File: config.mk
export PLATFORM = sky130hd
export DESIGN_NAME = stopwatch_controller
export DESIGN_NICKNAME = d
export VERILOG_FILES = /design/src/rtl/stopwatch_pkg.sv /design/src/rtl/button_debouncer.sv /design/src/rtl/stopwatch_controller.sv
export SDC_FILE = /design/constraint.sdc
export NUM_CORES = 1
export LEC_CHECK = 0
export ABC_AREA = 1
export CORE_MARGIN = 2
export CORE_UTILIZATION = 40
export CTS_CLUSTER_DIAMETER = 200
export DETAILED_ROUTE_END_ITERATION = 8
export GPL_TIMING_DRIVEN = 0
export PLACE_DENSITY = 0.55
export SLEW_MARGIN = 40
export SYNTH_ARGS = -nofsm -noshare
export SYNTH_HDL_FRONTEND = slang
export SYNTH_SLANG_ARGS = --single-unit
File: constraint.sdc
create_clock -name clk -period 7.9 [get_ports clk]
set_clock_uncertainty 0.1 [all_clocks]
set_input_delay 1.58 -clock clk [delete_from_list [all_inputs] [get_ports clk]]
set_output_delay 1.58 -clock clk [all_outputs]
set_load 0.01 [all_outputs]
File: src/rtl/stopwatch_pkg.sv
// Shared state encodings and button indices for the stopwatch controller.
// No datapath or flow control; definitions only.
package stopwatch_pkg;

    typedef enum logic [1:0] {
        ST_IDLE    = 2'b00,
        ST_RUNNING = 2'b01,
        ST_PAUSED  = 2'b10,
        ST_LAP     = 2'b11
    } sw_state_e;

    localparam int BTN_START = 0;
    localparam int BTN_LAP   = 1;
    localparam int BTN_CLEAR = 2;
    localparam int BTN_DIR   = 3;
    localparam int NUM_BTNS  = 4;

    function automatic logic is_active(input sw_state_e s);
        return (s == ST_RUNNING) || (s == ST_LAP);
    endfunction

endpackage

File: src/rtl/button_debouncer.sv
// One button: 2-FF synchronizer, debounce filter, registered rise pulse; DEBOUNCE_CYCLES+3 edges raw-to-pulse.
// No backpressure: the press pulse is a single-cycle event.
module button_debouncer #(
    parameter int DEBOUNCE_CYCLES = 2_000_000
) (
    input  logic clk,
    input  logic rst,
    input  logic btn_raw_i,
    output logic press_o
);

    localparam int CW = (DEBOUNCE_CYCLES > 1) ? $clog2(DEBOUNCE_CYCLES) : 1;

    logic          sync1_q;
    logic          sync2_q;
    logic          level_q;
    logic          level_d;
    logic          level_dly_q;
    logic          press_q;
    logic [CW-1:0] cnt_q;
    logic [CW-1:0] cnt_d;

    // Counter only advances on consecutive mismatches; any match restarts it.
    always_comb begin
        cnt_d   = cnt_q;
        level_d = level_q;
        if (sync2_q == level_q) begin
            cnt_d = '0;
        end else if (cnt_q == CW'(DEBOUNCE_CYCLES - 1)) begin
            level_d = sync2_q;
            cnt_d   = '0;
        end else begin
            cnt_d = cnt_q + 1'b1;
        end
    end

    always_ff @(posedge clk or posedge rst) begin
        if (rst) begin
            sync1_q     <= 1'b0;
            sync2_q     <= 1'b0;
            level_q     <= 1'b0;
            level_dly_q <= 1'b0;
            press_q     <= 1'b0;
            cnt_q       <= '0;
        end else begin
            sync1_q     <= btn_raw_i;
            sync2_q     <= sync1_q;
            level_q     <= level_d;
            level_dly_q <= level_q;
            press_q     <= level_q & ~level_dly_q;
            cnt_q       <= cnt_d;
        end
    end

    assign press_o = press_q;

endmodule

File: src/rtl/stopwatch_controller.sv
// Stopwatch control FSM with debounced buttons and tick prescaler; state follows a press pulse by one cycle.
// No backpressure: count_enable and clear are single-cycle pulses the counter stage must take.
module stopwatch_controller
    import stopwatch_pkg::*;
#(
    parameter int DEBOUNCE_CYCLES = 2_000_000,
    parameter int TICK_DIVIDE     = 1_000_000
) (
    input  logic       clk,
    input  logic       rst,
    input  logic [3:0] btn_raw,
    output logic       count_enable,
    output logic       up_down,
    output logic       clear,
    output logic       display_hold,
    output logic [1:0] state
);

    localparam int PW = (TICK_DIVIDE > 1) ? $clog2(TICK_DIVIDE) : 1;

    logic [NUM_BTNS-1:0] press;

    for (genvar i = 0; i < NUM_BTNS; i++) begin : g_btn
        button_debouncer #(
            .DEBOUNCE_CYCLES(DEBOUNCE_CYCLES)
        ) u_deb (
            .clk      (clk),
            .rst      (rst),
            .btn_raw_i(btn_raw[i]),
            .press_o  (press[i])
        );
    end

    sw_state_e     state_q;
    sw_state_e     state_d;
    logic          up_down_q;
    logic          up_down_d;
    logic          clear_q;
    logic          clear_d;
    logic          count_en_q;
    logic          count_en_d;
    logic [PW-1:0] presc_q;
    logic [PW-1:0] presc_d;
    logic          idle_or_paused;

    assign idle_or_paused = (state_q == ST_IDLE) || (state_q == ST_PAUSED);

    // Priority chain only considers events that are meaningful in the current state.
    always_comb begin
        state_d   = state_q;
        up_down_d = up_down_q;
        clear_d   = 1'b0;
        if (press[BTN_CLEAR] && idle_or_paused) begin
            state_d = ST_IDLE;
            clear_d = 1'b1;
        end else if (press[BTN_START]) begin
            case (state_q)
                ST_IDLE:    state_d = ST_RUNNING;
                ST_RUNNING: state_d = ST_PAUSED;
                ST_PAUSED:  state_d = ST_RUNNING;
                ST_LAP:     state_d = ST_PAUSED;
                default:    state_d = state_q;
            endcase
        end else if (press[BTN_LAP] && is_active(state_q)) begin
            state_d = (state_q == ST_RUNNING) ? ST_LAP : ST_RUNNING;
        end else if (press[BTN_DIR] && idle_or_paused) begin
            up_down_d = ~up_down_q;
        end
    end

    // At the terminal count the prescaler waits rather than wrapping if the FSM is
    // leaving the counting states, so a pause never swallows a due tick.
    always_comb begin
        presc_d    = presc_q;
        count_en_d = 1'b0;
        if (clear_d || (state_q == ST_IDLE && state_d == ST_RUNNING)) begin
            presc_d = '0;
        end else if (is_active(state_q)) begin
            if (presc_q == PW'(TICK_DIVIDE - 1)) begin
                if (is_active(state_d)) begin
                    presc_d    = '0;
                    count_en_d = 1'b1;
                end
            end else begin
                presc_d = presc_q + 1'b1;
            end
        end
    end

    always_ff @(posedge clk or posedge rst) begin
        if (rst) begin
            state_q    <= ST_IDLE;
            up_down_q  <= 1'b1;
            clear_q    <= 1'b0;
            count_en_q <= 1'b0;
            presc_q    <= '0;
        end else begin
            state_q    <= state_d;
            up_down_q  <= up_down_d;
            clear_q    <= clear_d;
            count_en_q <= count_en_d;
            presc_q    <= presc_d;
        end
    end

    assign count_enable = count_en_q;
    assign up_down      = up_down_q;
    assign clear        = clear_q;
    assign display_hold = (state_q == ST_LAP);
    assign state        = state_q;

endmodule
==> out/results.txt <==
Status: completed
Via density: 4.809
DRT Pass-1 Iters: 5
Most frequent cell after synthesis: nand2_1
Register area share after synthesis: 0.4556
Synth area leader: dfrtp_1
Drt drc: 0
Mapped Area: 0.007088 mm2
Postcts setup bufs: 0
Crit Path Category: flip-flop to primary output
Inserted Clock Buffers: 17
CTS H-tree lvls: 4
FMAX: 304.3 MHz
Hpwl dp: 11550 um
Slew HR: 0.5517
Global-route wire length before repair: 27320 um
Worst reg2reg path depth: 5
Pleak: 3.413 nW
Clock Power Share: 0.525
Worst hold stages: 0
Yosys Warn Count: 0
Final worst slack: 4614 ps
Post-DR wirelength/cell: 12.75 um
FFs w/ async S/R, synth: 1.000
Clock Tree Root: clkbuf_16
Chip width: 137.1 um
Total GRT Usage: 0.1838
Worst R2R Start: g_btn[2].u_deb.cnt_q[0]
Switching pwr: 321.1 uW
Vias in the first global route: 5634
Die area: 0.01880 mm2
WP data required: 6220 ps
Post-Synthesis Cells: 971
Area share of the largest cell type after synthesis: 0.4519
Worst VDD drop: 0.1724 mV
Hold path start: g_btn[2].u_deb.sync1_q
Placer Congestion: 0.8918
Clock sink count: 129
Vias: 5954
Starting Density: 0.4098
IO Count: 12
PortBufs: 11
Setup TNS: 0 ps
Synthesized area per cell: 7.300 um2
Fraction of layout instances using a drive strength above 1: 0.05133
Internal power: 1.176 mW
# nets final: 1013
WHS: 246.2 ps
Switch share: 0.2144
FF-to-FF setup slack: 5850 ps
Grt ovf: 0
Final worst path period need: 3286 ps
Layout area overhead: 14.25%
Largest net degree at the start of global routing: 76
Routed WL: 15780 um
Final setup viols: 0
Final hold vios: 0
Hold Path End: g_btn[2].u_deb.sync2_q
Crit share post-route: 0.4159
Num rows: 48
Initial antenna violation count: 0
EDFF count, synth: 0
Die Y: 137.1 um
Slew Limit Fails: 0
Synth Net Count: 982
# diodes: 0
Hold Path Class: flip-flop to flip-flop
Clock slew at reported path FFs: 50 ps
Synth area leaders: dfrtp_1, nand2_1, nor2_1
Setup crit end kind: primary output
Worst slew pin tran: 667.6 ps
Worst Path Max Fanout: 8
Sequential power share: 0.451
Drt initial violations: 354
Post_cts resized: 0
TritonCTS clock tree: yes
Max-Cap Viols: 0
Hold_buf cts: 0
Synth cell count leaders: nand2_1, nor2_1, dfrtp_1
CP arrival: 1610 ps
Worst-skew pair later-pin latency: 420 ps
Fill cells: 1753
Pwr Total: 1.497 mW
Synth Flop Type: dfrtp_1
Max Buffers Root-to-Sink: 2
Yosys reg bits: 129
Power share of the combinational group: 0.025
Post-DRT Antenna Nets: 0
Worst reg2reg endpoint: g_btn[2].u_deb.cnt_q[7]
Worst setup SP type: flip-flop
Core ar.: 0.01730 mm2
Netlist cell types: 32
RSZ-0062 raised after global routing: no
PwrDens: 184.9 mW/mm2
Dpl ws: 4965 ps
how the worst max path moves through the flow:
stage	from	end	slack, ps	depth (start not counted)
after floorplan	rst	clear	2780	1
after global placement	rst	g_btn[3].u_deb.cnt_q[2]	780	2
after detailed placement	rst	up_down	4960	3
after CTS	state[0]	display_hold	4570	3
after global routing	state[0]	display_hold	4490	3
final	state[0]	display_hold	4610	3
cells in the final DEF (no fill, tap or decap), types with 2 or more instances in the layout:
cell	count
nand3_2	2
nor3_1	21
o21ai_0	8
o21bai_1	3
a21oi_1	8
nand2_1	263
clkinv_2	4
ha_1	5
nand3b_1	8
nor2_1	242
clkbuf_1	6
dfrtp_1	128
nand3_1	69
nand2_2	3
a31oi_1	2
bufinv_16	3
buf_2	2
inv_1	92
clkinvlp_4	4
nor2_2	3
xor2_1	35
nand4_1	36
clkdlybuf4s50_1	11
nor3b_1	5
xnor2_1	17
buf_6	3
clkbuf_16	17
logic make-up after synthesis:
family	after synthesis	synth area share
adders and majority gates	5	0.008826
DFF	129	0.4556
xor gates and xnor gates	53	0.06655
AOI/OAI and AO/OA	23	0.01854
buffers and inverters	105	0.05949
and+or+nand+nor	656	0.3910
flip-flops by register name, summed over array words and instances, names as in the netlist, 2 cells and up:
| name | flops |
|---|---|
| g_btn.u_deb.cnt_q | 84 |
| g_btn.u_deb.level_dly_q | 4 |
| g_btn.u_deb.level_q | 4 |
| g_btn.u_deb.press_o | 4 |
| g_btn.u_deb.sync1_q | 4 |
| g_btn.u_deb.sync2_q | 4 |
| presc_q | 20 |
| state | 2 |
worst max-delay path: stages, from the launching register on:
cell and delay [ps]:
dfrtp_1 530, nand2_1 90, inv_1 50, clkdlybuf4s50_1 520
power groups by stage:
stage | combinational, mW | clock (mW) | sequential [mW]
floorplan | 0.0255 | 0 | 0.685
global placement | 0.0368 | 0 | 0.686
detailed placement | 0.0393 | 0 | 0.686
CTS | 0.0394 | 0.803 | 0.675
global route | 0.0445 | 0.833 | 0.675
finish | 0.0372 | 0.786 | 0.675
metrics by stage:
stage	instance area, um2	util	cells
2_1_floorplan	7088	-	971
3_3_place_gp	7480	0.4324	1207
3_5_place_dp	7515	0.4345	1208
4_1_cts	8098	0.4682	1238
5_1_grt	8098	0.4682	1238
6_report	8098	0.4682	1238
area by class of cell:
| cell class | instances | area, um2 | area share |
|---|---|---|---|
| inverters | 95 | 366.6 | 0.04527 |
| well taps | 225 | 281.5 | 0.03477 |
| clock buffers | 19 | 442.9 | 0.05470 |
| repair buffers | 12 | 137.6 | 0.01700 |
| flip-flops and latches | 129 | 3229 | 0.3988 |
| clock inverters | 11 | 140.1 | 0.01731 |
| plain buffers | 10 | 62.56 | 0.007726 |
| multi-input cells | 737 | 3437 | 0.4244 |
layer usage:
| metal | wire (um) | global-route usage | vias to the layer above | share of wire |
|---|---|---|---|---|
| met5 | 0 | 0 | - | 0 |
| met4 | 288 | 0.08018 | 0 | 0.018 |
| met3 | 373 | 0.03148 | 21 | 0.024 |
| met2 | 7116 | 0.2811 | 61 | 0.45 |
| met1 | 8004 | 0.2561 | 2754 | 0.51 |
| li1 | - | - | 3118 | - |
Power figures use the tool's default switching activity.
